--- config.mk ---
export PLATFORM = sky130hd
export DESIGN_NAME = ram_arbiter_flat
export DESIGN_NICKNAME = d
export VERILOG_FILES = /design/src/rtl/ram_arbiter_if.sv /design/src/rtl/ram_arbiter.sv /design/src/flat_wrapper.sv
export SDC_FILE = /design/constraint.sdc
export NUM_CORES = 1
export LEC_CHECK = 0
export BUFFER_PORTS_ARGS = -buffer_cell sky130_fd_sc_hd__buf_2
export CAP_MARGIN = 10
export CORE_ASPECT_RATIO = 0.5
export CORE_MARGIN = 1
export CORE_UTILIZATION = 45
export CTS_BUF_LIST = sky130_fd_sc_hd__clkbuf_2
export DETAILED_ROUTE_END_ITERATION = 7
export GPL_TIMING_DRIVEN = 0
export MAX_ROUTING_LAYER = met4
export PLACE_DENSITY = 0.81
export SETUP_SLACK_MARGIN = 0.15
export SKIP_LAST_GASP = 1
export SYNTH_ARGS = -nofsm -noshare
export SYNTH_HDL_FRONTEND = slang
export SYNTH_SLANG_ARGS = --single-unit
--- constraint.sdc ---
create_clock -name clk -period 1.9 [get_ports clk]
set_input_delay 0.095 -clock clk [delete_from_list [all_inputs] [get_ports clk]]
set_output_delay 0.095 -clock clk [all_outputs]
set_load 0.03 [all_outputs]
--- src/rtl/ram_arbiter_if.sv ---
// Requester handshake and RAM pin bundle for ram_arbiter.
// slave = arbiter side, master = requesters plus the RAM macro.
interface ram_arbiter_if #(
  parameter int unsigned AW = 5,
  parameter int unsigned DW = 32
);
  logic          req0;
  logic          req1;
  logic          we0;
  logic          we1;
  logic [AW-1:0] addr0;
  logic [AW-1:0] addr1;
  logic [DW-1:0] wdata0;
  logic [DW-1:0] wdata1;
  logic          ack0;
  logic          ack1;
  logic [DW-1:0] rdata0;
  logic [DW-1:0] rdata1;
  logic          ram_cen;
  logic          ram_wen;
  logic [AW-1:0] ram_addr;
  logic [DW-1:0] ram_din;
  logic [DW-1:0] ram_dout;
  logic          busy;

  modport slave (
    input  req0, req1, we0, we1, addr0, addr1, wdata0, wdata1, ram_dout,
    output ack0, ack1, rdata0, rdata1, ram_cen, ram_wen, ram_addr, ram_din, busy
  );

  modport master (
    output req0, req1, we0, we1, addr0, addr1, wdata0, wdata1, ram_dout,
    input  ack0, ack1, rdata0, rdata1, ram_cen, ram_wen, ram_addr, ram_din, busy
  );
endinterface

--- src/rtl/ram_arbiter.sv ---
// Two-port round-robin arbiter serialising req/ack accesses onto a single-port RAM.
// Optional macro RAM_ARB_CLEAR_EN: zero-fill the whole RAM after every reset, busy high meanwhile.
module ram_arbiter #(
  parameter int unsigned AW = 5,
  parameter int unsigned DW = 32
) (
  input  logic         clk,
  input  logic         rst_n,
  ram_arbiter_if.slave bus
);

`ifdef RAM_ARB_CLEAR_EN
  localparam int unsigned CW = AW + 1;
  typedef enum logic [1:0] {IDLE, ACCESS, RESP, CLEAR} state_e;
  localparam state_e RST_STATE = CLEAR;
`else
  typedef enum logic [1:0] {IDLE, ACCESS, RESP} state_e;
  localparam state_e RST_STATE = IDLE;
`endif

  state_e        state_q, state_d;
  logic          last_q, last_d;
  logic          port_q, port_d;
  logic          we_q, we_d;
  logic [1:0]    ack_q, ack_d;
  logic [DW-1:0] rdata0_q, rdata0_d;
  logic [DW-1:0] rdata1_q, rdata1_d;
  logic          cen_q, cen_d;
  logic          wen_q, wen_d;
  logic [AW-1:0] raddr_q, raddr_d;
  logic [DW-1:0] din_q, din_d;
  logic [1:0]    elig;
  logic          gnt1;

`ifdef RAM_ARB_CLEAR_EN
  logic          busy_q, busy_d;
  logic [CW-1:0] clr_cnt_q, clr_cnt_d;
`endif

  // A port whose ack is high this cycle sits out one arbitration round.
  assign elig = {bus.req1 & ~ack_q[1], bus.req0 & ~ack_q[0]};
  assign gnt1 = elig[1] & (~elig[0] | ~last_q);

  always_comb begin
    state_d  = state_q;
    last_d   = last_q;
    port_d   = port_q;
    we_d     = we_q;
    ack_d    = 2'b00;
    rdata0_d = rdata0_q;
    rdata1_d = rdata1_q;
    cen_d    = 1'b0;
    wen_d    = 1'b0;
    raddr_d  = '0;
    din_d    = '0;
`ifdef RAM_ARB_CLEAR_EN
    busy_d    = 1'b0;
    clr_cnt_d = clr_cnt_q;
`endif
    case (state_q)
      IDLE: begin
        if (|elig) begin
          port_d  = gnt1;
          last_d  = gnt1;
          we_d    = gnt1 ? bus.we1 : bus.we0;
          cen_d   = 1'b1;
          wen_d   = we_d;
          raddr_d = gnt1 ? bus.addr1 : bus.addr0;
          din_d   = we_d ? (gnt1 ? bus.wdata1 : bus.wdata0) : '0;
          state_d = ACCESS;
        end
      end
      ACCESS: state_d = RESP;
      RESP: begin
        ack_d = port_q ? 2'b10 : 2'b01;
        if (!we_q) begin
          if (port_q) rdata1_d = bus.ram_dout;
          else        rdata0_d = bus.ram_dout;
        end
        state_d = IDLE;
      end
`ifdef RAM_ARB_CLEAR_EN
      CLEAR: begin
        // Counter MSB set means every address has been written.
        if (clr_cnt_q[AW]) begin
          state_d = IDLE;
        end else begin
          busy_d    = 1'b1;
          cen_d     = 1'b1;
          wen_d     = 1'b1;
          raddr_d   = clr_cnt_q[AW-1:0];
          clr_cnt_d = clr_cnt_q + CW'(1);
        end
      end
`endif
      default: state_d = IDLE;
    endcase
  end

  always_ff @(posedge clk) begin
    if (!rst_n) begin
      state_q  <= RST_STATE;
      last_q   <= 1'b1;
      port_q   <= 1'b0;
      we_q     <= 1'b0;
      ack_q    <= 2'b00;
      rdata0_q <= '0;
      rdata1_q <= '0;
      cen_q    <= 1'b0;
      wen_q    <= 1'b0;
      raddr_q  <= '0;
      din_q    <= '0;
`ifdef RAM_ARB_CLEAR_EN
      busy_q    <= 1'b0;
      clr_cnt_q <= '0;
`endif
    end else begin
      state_q  <= state_d;
      last_q   <= last_d;
      port_q   <= port_d;
      we_q     <= we_d;
      ack_q    <= ack_d;
      rdata0_q <= rdata0_d;
      rdata1_q <= rdata1_d;
      cen_q    <= cen_d;
      wen_q    <= wen_d;
      raddr_q  <= raddr_d;
      din_q    <= din_d;
`ifdef RAM_ARB_CLEAR_EN
      busy_q    <= busy_d;
      clr_cnt_q <= clr_cnt_d;
`endif
    end
  end

  assign bus.ack0     = ack_q[0];
  assign bus.ack1     = ack_q[1];
  assign bus.rdata0   = rdata0_q;
  assign bus.rdata1   = rdata1_q;
  assign bus.ram_cen  = cen_q;
  assign bus.ram_wen  = wen_q;
  assign bus.ram_addr = raddr_q;
  assign bus.ram_din  = din_q;
`ifdef RAM_ARB_CLEAR_EN
  assign bus.busy     = busy_q;
`else
  assign bus.busy     = 1'b0;
`endif

endmodule
--- src/flat_wrapper.sv ---
// flat-port wrapper written by rule: the top's interface ports become plain ports
module ram_arbiter_flat 
#(
  parameter int unsigned AW = 5,
  parameter int unsigned DW = 32
)
  (clk, rst_n, bus_req0, bus_req1, bus_we0, bus_we1, bus_addr0, bus_addr1, bus_wdata0, bus_wdata1, bus_ram_dout, bus_ack0, bus_ack1, bus_rdata0, bus_rdata1, bus_ram_cen, bus_ram_wen, bus_ram_addr, bus_ram_din, bus_busy);
  ram_arbiter_if #(.AW(AW), .DW(DW)) bus_i ();
  input  logic clk;
  input  logic rst_n;
  input wire logic [$bits(bus_i.req0)-1:0] bus_req0;
  input wire logic [$bits(bus_i.req1)-1:0] bus_req1;
  input wire logic [$bits(bus_i.we0)-1:0] bus_we0;
  input wire logic [$bits(bus_i.we1)-1:0] bus_we1;
  input wire logic [$bits(bus_i.addr0)-1:0] bus_addr0;
  input wire logic [$bits(bus_i.addr1)-1:0] bus_addr1;
  input wire logic [$bits(bus_i.wdata0)-1:0] bus_wdata0;
  input wire logic [$bits(bus_i.wdata1)-1:0] bus_wdata1;
  input wire logic [$bits(bus_i.ram_dout)-1:0] bus_ram_dout;
  output wire logic [$bits(bus_i.ack0)-1:0] bus_ack0;
  output wire logic [$bits(bus_i.ack1)-1:0] bus_ack1;
  output wire logic [$bits(bus_i.rdata0)-1:0] bus_rdata0;
  output wire logic [$bits(bus_i.rdata1)-1:0] bus_rdata1;
  output wire logic [$bits(bus_i.ram_cen)-1:0] bus_ram_cen;
  output wire logic [$bits(bus_i.ram_wen)-1:0] bus_ram_wen;
  output wire logic [$bits(bus_i.ram_addr)-1:0] bus_ram_addr;
  output wire logic [$bits(bus_i.ram_din)-1:0] bus_ram_din;
  output wire logic [$bits(bus_i.busy)-1:0] bus_busy;
  assign bus_i.req0 = bus_req0;
  assign bus_i.req1 = bus_req1;
  assign bus_i.we0 = bus_we0;
  assign bus_i.we1 = bus_we1;
  assign bus_i.addr0 = bus_addr0;
  assign bus_i.addr1 = bus_addr1;
  assign bus_i.wdata0 = bus_wdata0;
  assign bus_i.wdata1 = bus_wdata1;
  assign bus_i.ram_dout = bus_ram_dout;
  assign bus_ack0 = bus_i.ack0;
  assign bus_ack1 = bus_i.ack1;
  assign bus_rdata0 = bus_i.rdata0;
  assign bus_rdata1 = bus_i.rdata1;
  assign bus_ram_cen = bus_i.ram_cen;
  assign bus_ram_wen = bus_i.ram_wen;
  assign bus_ram_addr = bus_i.ram_addr;
  assign bus_ram_din = bus_i.ram_din;
  assign bus_busy = bus_i.busy;
  ram_arbiter #(.AW(AW), .DW(DW)) u_core (.clk(clk), .rst_n(rst_n), .bus(bus_i));
endmodule
Yosys cells after proc, flatten, opt, wreduce, memory -nomap -nowiden

Index checks and enable logic that the tools add are counted.

Bits in registers: 110
Latch bits: 0
Memory bits (writable): 0
Bits in read-only memories: 0
Input bits: 112
Output and inout port bits: 106
Word-level logic and storage cells: 40
Memories kept: 0

Add/subtract/negate cells: 0
$mul: 0
Div/mod/pow operators: 0
$lt $le $gt $ge: 0
Equality and inequality tests: 3
Shift-type cells: 0
Multiplexer cells: 7
Bitwise logic cells: 10
Reduce and logical (&&, ||, !) cells: 9

Operator list:

| operator                                       | number |
|---|---|
| two-way mux 32 bit                             | 1 |
| AND reduction 3 bit                            | 3 |
| inverter 1 bit                                 | 6 |
| AND reduction 2 bit                            | 3 |
| two-way mux 5 bit                              | 1 |
| two-way mux 2 bit                              | 2 |
| one-hot mux 2 bit (2 select lines)             | 1 |
| AND reduction 4 bit                            | 1 |
| bitwise AND 1 bit                              | 3 |
| == test 2 x 1 -> 1 bit (second input constant) | 1 |
| == test 2 bit (second input constant)          | 1 |
| logical NOT 2 bit                              | 1 |
| two-way mux 1 bit                              | 2 |
| != test 2 x 1 -> 1 bit (second input constant) | 1 |
| OR reduction 2 bit                             | 1 |
| OR 1 bit                                       | 1 |

Logic depth before layout (Yosys ltp)

Gate-level depths: netlist of run 1.

Depth in word-level cells: 7
Gate-level depth with buffers: 7
Gate-level depth less buffers: 6

Worst setup path before layout of run 1

OpenSTA, ideal clock, no wires.

Kind: register to register
Start point: reg u_core.ack_q[0]
End point: reg u_core.we_q
Library setup time: 0.119 ns
Data arrival time: 1.322 ns
Data required time: 1.781 ns
Slack: 0.459 ns
Cell stages (with the launch flop): 6
Path buffers: 1
Period minus slack after synthesis: 1.441 ns
Cell sequence: dfxtp_1 nand3b_1 and3_1 o21ai_2 buf_2 nand2_1

Word-level cells in the longest chain between the ends: 6
Elaborated cells on any way between the ends: 8
Classes of those cells: mux: 1; bitwise: 5; reduce/logical: 2

Ends and longest elaborated chain:

| item                     | RTL line           | source |
|---|---|---|
| start: declaration       | ram_arbiter.sv:25  | `logic [1:0] ack_q, ack_d;` |
| start signal: assignment | ram_arbiter.sv:122 | `ack_q <= ack_d;` |
| inverter 1 bit *         | ram_arbiter.sv:41  | `assign elig = {bus.req1 & ~ack_q[1], bus.req0 & ~ack_q[0]};` |
| bitwise AND 1 bit *      | ram_arbiter.sv:41  |  |
| inverter 1 bit           | ram_arbiter.sv:42  | `assign gnt1 = elig[1] & (~elig[0] \| ~last_q);` |
| OR 1 bit                 | ram_arbiter.sv:42  |  |
| bitwise AND 1 bit        | ram_arbiter.sv:42  |  |
| two-way mux 1 bit        | ram_arbiter.sv:65  | `we_d = gnt1 ? bus.we1 : bus.we0;` |
| end signal: assignment   | ram_arbiter.sv:121 | `we_q <= we_d;` |
| end: declaration         | ram_arbiter.sv:24  | `logic we_q, we_d;` |

Every way passes the cells marked *; elsewhere a longest branch is shown, timed or not.
A chain may end at the register's enable or synchronous reset.

Worst setup path in the final report of run 1

Start point: reg u_core.ack_q[0]
End point: reg u_core.din_q[11] (netlist: u_core.bus.ram_din[11])

Word-level cells in the longest chain between the ends: 7
Elaborated cells on any way between the ends: 9
Classes of those cells: mux: 2; bitwise: 5; reduce/logical: 2

Ends and longest elaborated chain:

| item                                 | RTL line           | source |
|---|---|---|
| inverter 1 bit *                     | ram_arbiter.sv:41  |  |
| bitwise AND 1 bit *                  | ram_arbiter.sv:41  |  |
| inverter 1 bit                       | ram_arbiter.sv:42  |  |
| OR 1 bit                             | ram_arbiter.sv:42  |  |
| bitwise AND 1 bit                    | ram_arbiter.sv:42  |  |
| two-way mux 1 bit                    | ram_arbiter.sv:65  |  |
| AND reduction 4 bit (no source line) | n/a                |  |
| end signal: assignment               | ram_arbiter.sv:128 | `din_q <= din_d;` |
| end: declaration                     | ram_arbiter.sv:31  | `logic [DW-1:0] din_q, din_d;` |

Marked as above.

==> results of run 1 <==
==> kinds of logic after synthesis <==
kind of cell	synth area share [%]
AO/OA/AOI/OAI	14.38
other	0.09750
AND/OR/NAND/NOR	23.55
buffers and inverters	4.717
flip-flops	57.25
==> power groups by stage <==
stage	combinational (mW)	sequential, mW	clock, mW
CTS	0.795	2.43	0.878
finish	0.837	2.43	0.865
global placement	0.608	2.47	0
global route	0.893	2.44	0.969
floorplan	0.227	2.61	0
detailed placement	0.617	2.47	0
==> routing by layer <==
| layer | wire length [um] | global-route usage, % | vias up |
|---|---|---|---|
| met5 | 0 | - | - |
| met4 | 516 | 17.24 | 0 |
| met2 | 6877 | 55.72 | 212 |
| met1 | 5513 | 33.64 | 2104 |
| li1 | - | - | 2213 |
| met3 | 931 | 8.784 | 53 |
==> worst min-delay path by stage <==
stage / to / from / cells after the start
after floorplan: u_core.ack_q[0]$_SDFF_PN0_ / rst_n / 2
after global placement: u_core.bus.ram_addr[0]$_SDFF_PN0_ / bus_addr1[0] / 3
after detailed placement: u_core.bus.ram_din[9]$_SDFF_PN0_ / bus_wdata1[9] / 3
after CTS: u_core.bus.ram_din[1]$_SDFF_PN0_ / bus_we0 / 4
after global routing: u_core.bus.ram_din[2]$_SDFF_PN0_ / bus_we0 / 4
final: u_core.bus.ram_din[2]$_SDFF_PN0_ / bus_we0 / 4
==> placed cells by master (no fill, tap or decap), drive strengths merged <==
master	count
diode	1
conb	1
nand3b	2
and3	2
nand3	1
a21boi	2
nor3b	1
clkbuf	24
nand2	210
and3b	1
clkinv	4
inv	4
nor2b	3
buf	234
o21ai	2
dlygate4sd3	110
nand2b	2
dfxtp	110
a21oi	104
or3b	1
nor2	3
==> state kept, by name, summed over array words and instances (netlist names) <==
name                 flops
u_core.we_q              1
u_core.bus.ram_din      32
u_core.bus.rdata0       32
u_core.bus.ram_addr      5
u_core.state_q           2
u_core.bus.rdata1       32
u_core.bus.ram_cen       1
u_core.ack_q             2
u_core.bus.ram_wen       1
u_core.last_q            1
u_core.port_q            1
==> timing repair <==
action                                  4_1_cts  5_1_grt
endpoints found under the hold margin       109        0
hold buffers                                110        0
endpoints found under the setup margin        0        4
gates resized for setup                       0        4
==> metrics by stage <==
stage,hold WS (ns),instances,setup slack [ns]
detailed placement,0.3406,809,0.3520
CTS,0.03560,933,0.3178
global placement,0.3332,809,0.3815
global route,0.05750,934,0.1526
floorplan,0.2088,481,0.4593
finish,0.08112,934,0.2632
==> worst max-delay path: stages, from the launching register on <==
cell and delay (ns):
dfxtp_1 0.40, nand3b_1 0.22, and3_1 0.24, o21ai_2 0.31, buf_2 0.30, a21oi_1 0.09
==> area by class of cell <==
class | count | area, um2
multi-input combinational | 335 | 1463
tap | 112 | 140.1
timing repair buffer | 326 | 2182
sequential | 110 | 2202
clock inverter | 4 | 16.27
clock buffer | 10 | 50.05
inverter | 4 | 15.01
fill | 545 | 1902
antenna | 1 | 2.502
buffer | 32 | 171.4
==> impl_metrics.csv, run 1 <==
group,metric,value,unit
synthesis,synth_top_area_cell,"dfxtp_1",
route,drt_iter0_markers,272,
power_and_ir_drop,power_frac_clock,20.9,%
power_and_ir_drop,p_switching,1.220,mW
clock_network,clkSlewWorstSetupHoldPaths,0.25,ns
synthesis,synth-seq-cells,110,
synthesis,syn_nets,593,
route,wire_per_inst,14.82,um
floorplan,rows,23,
final_layout,final_util,76.65,%
worst_setup_path,end_kind,"register",
worst_setup_path,critPathLaunch,"u_core.ack_q[0]$_SDFF_PN0_",
power_and_ir_drop,power.density,662.0,mW/mm2
synthesis,ys.flop_type,"dfxtp_1",
sta,drv_slew,0,
placed_design,dp_hpwl,7913,um
worst_setup_path,cp.arrival,2.14,ns
synthesis,synth.distinct_cells,26,
synthesis,synth_edf_count,0,
clock_network,post_cts_buffers,0,
final_layout,syn_to_final_growth,62.30,%
worst_setup_path,ff2ff_setup_slack,0.26,ns
route,vias,4582,
floorplan,initial_core_util,47.23,%
placed_design,portBuffers,216,
global_route,antenna_found_initial,1,
power_and_ir_drop,power_frac_seq,58.8,%
global_route,grt_pass1_vias,4324,
worst_setup_path,cp-endpoint,"u_core.bus.ram_din[11]$_SDFF_PN0_",
power_and_ir_drop,p_int,2.913,mW
sta,post-route-min-period,1.637,ns
synthesis,postSynthCellCount,481,
clock_network,cts-buffers-inserted,9,
floorplan,fp.dieH,67.37,um
floorplan,die_area,0.008943,mm2
power_and_ir_drop,p_comb_share,20.3,%
clock_network,h-tree-depth,3,
sta,rsz0062_at_grt,"no",
floorplan,die_w,132.7,um
synthesis,yosysWarningCount,0,
synthesis,async_flop_share,0,%
route,drcViolationCount,0,
clock_network,cts_tree,"built",
route,ant_nets,0,
worst_setup_path,reg2reg_to,"u_core.bus.ram_din[11]$_SDFF_PN0_",
worst_setup_path,crit_path_start_kind,"register",
synthesis,synth_area_leaders,"dfxtp_1 (57%), nand2_1 (20%), a21oi_1 (14%), buf_2 (1.7%), clkbuf_1 (1.2%)",
synthesis,synth-seq-area-share,57.25,%
global_route,grt_first_pass_wirelength,20790,um
route,routed_wl,13840,um
run,cap_violations,0,
hold_path,min_path_type,"in -> reg",
run_status,status,"complete, no violations",
synthesis,syn_area_per_cell,7.996,um2
power_and_ir_drop,leakage,2.991,nW
clock_network,cts_root_buf,"clkbuf_2",
final_layout,layout-drive-gt1-share,30.94,%
floorplan,coreArea,0.008144,mm2
floorplan,io_pins,218,
synthesis,netlist_top_cells_count,"nand2_1 (208), dfxtp_1 (110), a21oi_1 (104), buf_2 (13), clkbuf_1 (12)",
synthesis,synth.top_cell.area_share,57.25,%
worst_setup_path,crit_fanout,10,
sta,setup_viol_count_final,0,
worst_setup_path,critical_path_class,"reg -> reg",
worst_setup_path,reg2regPathDepth,5,
placed_design,placed_area,0.005067,mm2
sta,fmax,0.6110,GHz
global_route,grt_util_all_layers,31.72,%
power_and_ir_drop,swShare,29.51,%
synthesis,synth_area,0.003846,mm2
sta,finalCritPeriodShare,86.15,%
route,first_pass_iters,4,
route,via_per_inst,4.906,
worst_setup_path,worstReg2RegStart,"u_core.ack_q[0]$_SDFF_PN0_",
sta,finalHoldViolations,0,
global_route,grt_max_degree,16,
sta,skew,0.008295,ns
sta,tns,0,ns
global_route,grt-ovfl-total,0,
clock_network,cts_buffer_depth,2,
synthesis,yosysMostFrequentCell,"nand2_1",
clock_network,insertion_delay,0.58,ns
placed_design,gp_congestion,0.8316,
clock_network,cts.sinks,110,
worst_setup_path,worst_ep_required_time,2.40,ns
final_layout,design_area,0.006242,mm2
power_and_ir_drop,ir_drop,0.0004478,V
power_and_ir_drop,total_power,4.132,mW
final_layout,fin_nets,930,
(Power assumes the default switching activity.)
==> inputs of run 2 (changes only) <==
--- a/config.mk
+++ b/config.mk
@@ -9,12 +9,11 @@
 export CAP_MARGIN = 10
 export CORE_ASPECT_RATIO = 0.5
 export CORE_MARGIN = 1
-export CORE_UTILIZATION = 45
+export CORE_UTILIZATION = 34
 export CTS_BUF_LIST = sky130_fd_sc_hd__clkbuf_2
 export DETAILED_ROUTE_END_ITERATION = 7
 export GPL_TIMING_DRIVEN = 0
 export MAX_ROUTING_LAYER = met4
-export PLACE_DENSITY = 0.81
 export SETUP_SLACK_MARGIN = 0.15
 export SKIP_LAST_GASP = 1
 export SYNTH_ARGS = -nofsm -noshare
==> run 2 against run 1 <==
  * The run now ends with DRC left
  * Flip-flop and latch count unchanged
  * Hold slack better by 0.14 ns
  * Worst setup slack better by 0.031 ns
  * Critical endpoint is now u_core.bus.ram_addr[2]$_SDFF_PN0_
  * Largest cell class unchanged
==> impl_metrics.csv, run 2 (synthesis gave the netlist of run 1 again) <==
group,metric,value,unit
global_route,grt_max_degree,20,
final_layout,final_common_cell,"buf_2",
global_route,globalRoute.busiestLayer,"met2",
final_layout,syn_to_final_growth,64.44,%
route,drt_iter0_markers,196,
power_and_ir_drop,total_power,4.256,mW
sta,finalCritPeriodShare,84.49,%
route,wire_per_inst,13.89,um
final_layout,final_cells,969,
clock_network,post_cts_buffers,0,
floorplan,fp.dieH,77.21,um
final_layout,seq_area,0.002202,mm2
global_route,grt_first_pass_wirelength,20770,um
route,vias,4436,
final_layout,layout-drive-gt1-share,31.43,%
route,routed_wl,13460,um
sta,finalHoldViolations,0,
sta,tns,0,ns
sta,post-route-min-period,1.605,ns
final_layout,final_cell_mix,"buf_2 (229), nand2_1 (208), dlygate4sd3_1 (111)",
route,ant_nets,0,
floorplan,rows,27,
clock_network,cts.sinks,110,
sta,fmax,0.6229,GHz
sta,drv_slew,0,
global_route,grt_pass1_vias,4358,
final_layout,n_antenna_cell,0,
sta,setup_viol_count_final,0,
hold_path,min_path_type,"in -> reg",
worst_setup_path,end_kind,"register",
sta,fin_ws,0.2947,ns
run_status,status,"finished, violations left",
power_and_ir_drop,leakage,2.994,nW
power_and_ir_drop,ir_drop,0.0002855,V
worst_setup_path,crit_fanout,10,
clock_network,cts_buffer_depth,2,
route,first_pass_iters,7,
sta,rsz0062_at_grt,"no",
run_status,violations,"DRC",
placed_design,preCtsSetupSlack,0.3459,ns
final_layout,multi_input_area,0.001463,mm2
clock_network,insertion_delay,0.60,ns
global_route,use_met1,26.92,%
power_and_ir_drop,power.density,672.9,mW/mm2
floorplan,io_pins,218,
sta,skew,0.02164,ns
global_route,antenna_found_initial,0,
run,cap_violations,0,
route,via_per_inst,4.578,
final_layout,fin_nets,931,
final_layout,final_util,57.43,%
placed_design,portBuffers,216,
global_route,grt_util_all_layers,23.14,%
global_route,met3_usage,5.936,%
worst_setup_path,cp.arrival,2.15,ns
floorplan,die_area,0.01177,mm2
worst_setup_path,worst_ep_required_time,2.45,ns
final_layout,fillCellCount,1005,
floorplan,die_w,152.4,um
clock_network,clkSlewWorstSetupHoldPaths,0.30,ns
floorplan,initial_core_util,34.92,%
worst_setup_path,critical_path_class,"reg -> reg",
clock_network,cts_root_buf,"clkbuf_2",
placed_design,gp_congestion,0.7818,
clock_network,cts-buffers-inserted,9,
global_route,grt-ovfl-total,0,
clock_network,cts_tree,"built",
placed_design,dp_hpwl,8195,um
global_route,grtUsageMet2,38.48,%
worst_setup_path,crit_path_start_kind,"register",
placed_design,place_inst,842,
floorplan,coreArea,0.01101,mm2
clock_network,h-tree-depth,3,
route,drcViolationCount,9,
## run 2: changes by cell type in the layout (fill, tap and decap cells not counted)
cell	change
buf_2	+1
inv_6	+1
diode_2	-1
clkinvlp_4	+5
clkbuf_4	-1
buf_1	+1
inv_8	+1
clkinv_1	-3
clkbuf_1	-1
clkbuf_2	-1
clkinv_2	-1
dlygate4sd3_1	+1
## run 2: area by class of cell
class,instances,area share (%)
Buffer,32,2.671
Clock buffer,9,0.7122
Clock inverter,7,0.9100
Inverter,4,0.2374
Multi-Input combinational cell,335,23.13
Sequential cell,110,34.82
Tap cell,145,2.868
Timing Repair Buffer,327,34.66
## run 2: where the power goes
group          switching (mW)  internal, mW  leakage [nW]
Sequential             0.0328          2.40         0.892
Combinational           0.454         0.371          2.05
Clock                   0.820         0.183        0.0487
## run 2: routing by layer
layer / wire length [um] / up-vias
li1: - / 2215
met4: 381 / 0
met5: 0 / -
met1: 5698 / 2017
met2: 6444 / 166
met3: 933 / 38
## run 2: per-stage QoR
stage               area, um2  hold slack, ns
floorplan                3846          0.2088
global placement         5109          0.3349
detailed placement       5109          0.3387
CTS                      6322          0.1611
global route             6325          0.1388
finish                   6325          0.2215
## run 2: path summary, 6_finish.rpt
kind | startpoint | end | slack, ns | cells past startpoint
setup / recovery | u_core.ack_q[0]$_SDFF_PN0_ | u_core.bus.ram_addr[2]$_SDFF_PN0_ | 0.29 | 5
setup reg to reg | u_core.ack_q[0]$_SDFF_PN0_ | u_core.bus.ram_addr[2]$_SDFF_PN0_ | 0.29 | 5
hold / removal | bus_wdata1[4] | u_core.bus.ram_din[4]$_SDFF_PN0_ | 0.22 | 4
hold reg to reg | u_core.bus.rdata0[24]$_SDFFE_PN0P_ | u_core.bus.rdata0[24]$_SDFFE_PN0P_ | 0.47 | 2
## run 2: worst max-delay path, cell delays in order, from the launching register on
cell,delay [ns]
dfxtp_1,0.40
nand3b_1,0.21
nand2_2,0.22
buf_1,0.41
nand2_1,0.13
a21oi_1,0.20
## run 2: repair_timing
action | in CTS | in global routing
resized for setup | 0 | 4
endpoints found under the setup margin | 0 | 6
hold buffers | 111 | 0
hold endpoints to repair | 109 | 0
==> inputs of run 3 (changes only) <==
==> constraint.sdc (replaced) <==
create_clock -name clk -period 1.5 [get_ports clk]
set_input_delay 0.075 -clock clk [delete_from_list [all_inputs] [get_ports clk]]
set_output_delay 0.075 -clock clk [all_outputs]
set_load 0.03 [all_outputs]
==> run 3 against run 2 <==
  * The flow still finishes with violations (DRC)
  * Via count is 3.7% higher
  * Count of clock-buffer cells in the layout unchanged
  * Worst setup slack got worse by 0.28 ns
  * First-iteration DRC count decreased by 1.0%
  * Clock skew is 0.0084 ns lower
  * Critical endpoint is now u_core.bus.rdata1[30]$_SDFFE_PN0P_
  * Die area stayed put
  * Sequential power increased by 27%
  * Power rose by 45%
  * Critical path type is now in -> reg
  * Routed wire length increased by 8.3%
  * Flip-flop and latch count is the same
==> impl_metrics.csv, run 3 (synthesis gave the netlist of run 1 again) <==
group,metric,value,unit
power_and_ir_drop,power_frac_clock,28.3,%
worst_setup_path,path_buf_inv,5,
route,ant_nets,0,
worst_setup_path,worst_ep_required_time,1.98,ns
global_route,grt-ovfl-total,0,
final_layout,multi_input_area,0.001887,mm2
worst_setup_path,end_kind,"register",
final_layout,layout-drive-gt1-share,51.93,%
clock_network,insertion_delay,0.58,ns
floorplan,fp.dieH,77.21,um
route,first_pass_iters,7,
worst_setup_path,cp.arrival,1.96,ns
sta,post-route-min-period,1.484,ns
clock_network,cts-buffers-inserted,9,
power_and_ir_drop,swShare,28.64,%
floorplan,rows,27,
worst_setup_path,crit_path_cell_trace,"dlygate4sd3_1 -> buf_2 -> inv_1 -> clkbuf_1 -> buf_1 -> a21oi_1",
sta,fin_ws,0.01618,ns
final_layout,final_util,68.27,%
final_layout,syn_to_final_growth,95.48,%
power_and_ir_drop,power_frac_seq,50.1,%
route,routed_wl,14580,um
placed_design,dp_hpwl,8050,um
run,cap_violations,0,
route,wire_per_inst,14.54,um
placed_design,gp_congestion,0.7565,
final_layout,final_cell_mix,"buf_2 (190), nand2_1 (177), dlygate4sd3_1 (109)",
sta,drv_slew,0,
run_status,status,"finished, violations left",
sta,worst_pin_slew,0.6668,ns
power_and_ir_drop,p_int,4.393,mW
floorplan,coreArea,0.01101,mm2
global_route,grt_util_all_layers,24.34,%
sta,finalCritPeriodShare,98.92,%
sta,skew,0.01326,ns
worst_setup_path,critical_path_class,"in -> reg",
placed_design,portBuffers,216,
run_status,violations,"DRC",
worst_setup_path,critPathTopFamily,"buffers and inverters",
final_layout,seq_area,0.002276,mm2
floorplan,io_pins,218,
route,drcViolationCount,7,
clock_network,cts.sinks,110,
global_route,grt_pass1_vias,4568,
global_route,grt_first_pass_wirelength,22070,um
power_and_ir_drop,ir_drop,0.0004121,V
floorplan,die_area,0.01177,mm2
clock_network,h-tree-depth,3,
worst_setup_path,cpPeakStageDelay,0.58,ns
sta,tns,0,ns
global_route,antenna_found_initial,1,
route,drt_iter0_markers,194,
floorplan,initial_core_util,34.92,%
worst_setup_path,crit_slowest_cell,"buf_1",
final_layout,fillCellCount,866,
clock_network,clkSlewWorstSetupHoldPaths,0.30,ns
worst_setup_path,crit_path_start_kind,"primary input",
power_and_ir_drop,total_power,6.156,mW
placed_design,preCtsSetupSlack,-0.05379,ns
floorplan,die_w,152.4,um
power_and_ir_drop,power.density,818.8,mW/mm2
clock_network,cts_tree,"built",
power_and_ir_drop,p_switching,1.763,mW
route,vias,4598,
sta,relSlewSlack,55.55,%
power_and_ir_drop,leakage,3.459,nW
worst_setup_path,crit_fanout,10,
clock_network,cts_root_buf,"clkbuf_2",
final_layout,fin_nets,964,
final_layout,final_common_cell,"buf_2",
hold_path,min_path_type,"in -> reg",
sta,rsz0062_at_grt,"yes",
power_and_ir_drop,p_comb_share,21.6,%
final_layout,design_area,0.007518,mm2
global_route,grt_max_degree,19,
placed_design,placed_area,0.005122,mm2
sta,finalHoldViolations,0,
clock_network,cts_buffer_depth,2,
route,via_per_inst,4.584,
sta,setup_viol_count_final,0,
sta,fmax,0.6739,GHz
==> run 3: changes by cell type in the layout (fill, tap and decap cells not counted), moves of 6 or more <==
cell | before | now
dfxtp_1 | 110 | 55
a21oi_1 | 104 | 51
dfxtp_2 | 0 | 53
a21oi_2 | 0 | 49
buf_2 | 229 | 190
nand2_1 | 208 | 177
clkbuf_4 | 0 | 28
buf_4 | 2 | 22
nand2_2 | 2 | 19
nand2_4 | 0 | 14
buf_6 | 3 | 16
buf_8 | 0 | 10
clkbuf_1 | 10 | 4
==> run 3: path summary, 6_finish.rpt <==
kind | startpoint | cells past startpoint | end | slack [ns]
max | rst_n | 6 | u_core.bus.rdata1[30]$_SDFFE_PN0P_ | 0.02
min reg2reg | u_core.bus.rdata1[28]$_SDFFE_PN0P_ | 2 | u_core.bus.rdata1[28]$_SDFFE_PN0P_ | 0.47
max reg2reg | u_core.state_q[0]$_SDFFE_PN0P_ | 8 | u_core.bus.rdata1[23]$_SDFFE_PN0P_ | 0.04
min | bus_we1 | 6 | u_core.bus.ram_wen$_SDFF_PN0_ | 0.12
==> run 3: worst register-to-register path, delay by kind of cell (launching register included) <==
family | cells | cell delay (ns)
AO/OA/AOI/OAI | 1 | 0.11
buffers and inverters | 4 | 0.51
AND/OR/NAND/NOR | 3 | 0.35
flip-flops | 1 | 0.44
==> run 3: power by group through the flow <==
stage / registers, mW / logic [mW] / clock network, mW
5_1_grt: 3.10 / 1.42 / 1.89
3_5_place_dp: 3.13 / 0.797 / 0
3_3_place_gp: 3.12 / 0.794 / 0
4_1_cts: 3.08 / 1.19 / 1.77
2_1_floorplan: 3.30 / 0.292 / 0
6_report: 3.09 / 1.33 / 1.74
==> run 3: cell type report <==
| type | count | area share [%] |
|---|---|---|
| well taps | 145 | 2.413 |
| plain buffers | 32 | 4.044 |
| flip-flops and latches | 110 | 30.27 |
| clock inverters | 7 | 1.631 |
| inverters | 4 | 0.1997 |
| multi-input cells | 335 | 25.10 |
| repair buffers | 360 | 35.71 |
| clock buffers | 9 | 0.5991 |
| diodes | 1 | 0.03328 |
==> run 3: routing by layer <==
metal  share of wire, %  vias to the layer above  track usage, %
met5                  0                        -               -
met4                2.6                        0           8.788
met3                5.1                       41           6.162
met2                 48                      160           41.20
met1                 44                     2115           28.18
li1                   -                     2282               -
==> run 3: repair_timing <==
action / 4_1_cts / 5_1_grt
endpoints found under the hold margin: 109 / 0
gates resized for setup: 105 / 161
cloned: 6 / 5
setup endpoints to repair: 98 / 166
hold buffers: 109 / 0
pin swaps: 14 / 37
buffers inserted: 11 / 13
==> run 3: metrics by stage <==
stage                     hold WS, ns  std cells
after global placement         0.3154        842
after detailed placement       0.3213        842
after global routing          0.05904       1003
after floorplan                0.1814        481
final                          0.1223       1003
after CTS                     0.05745        984
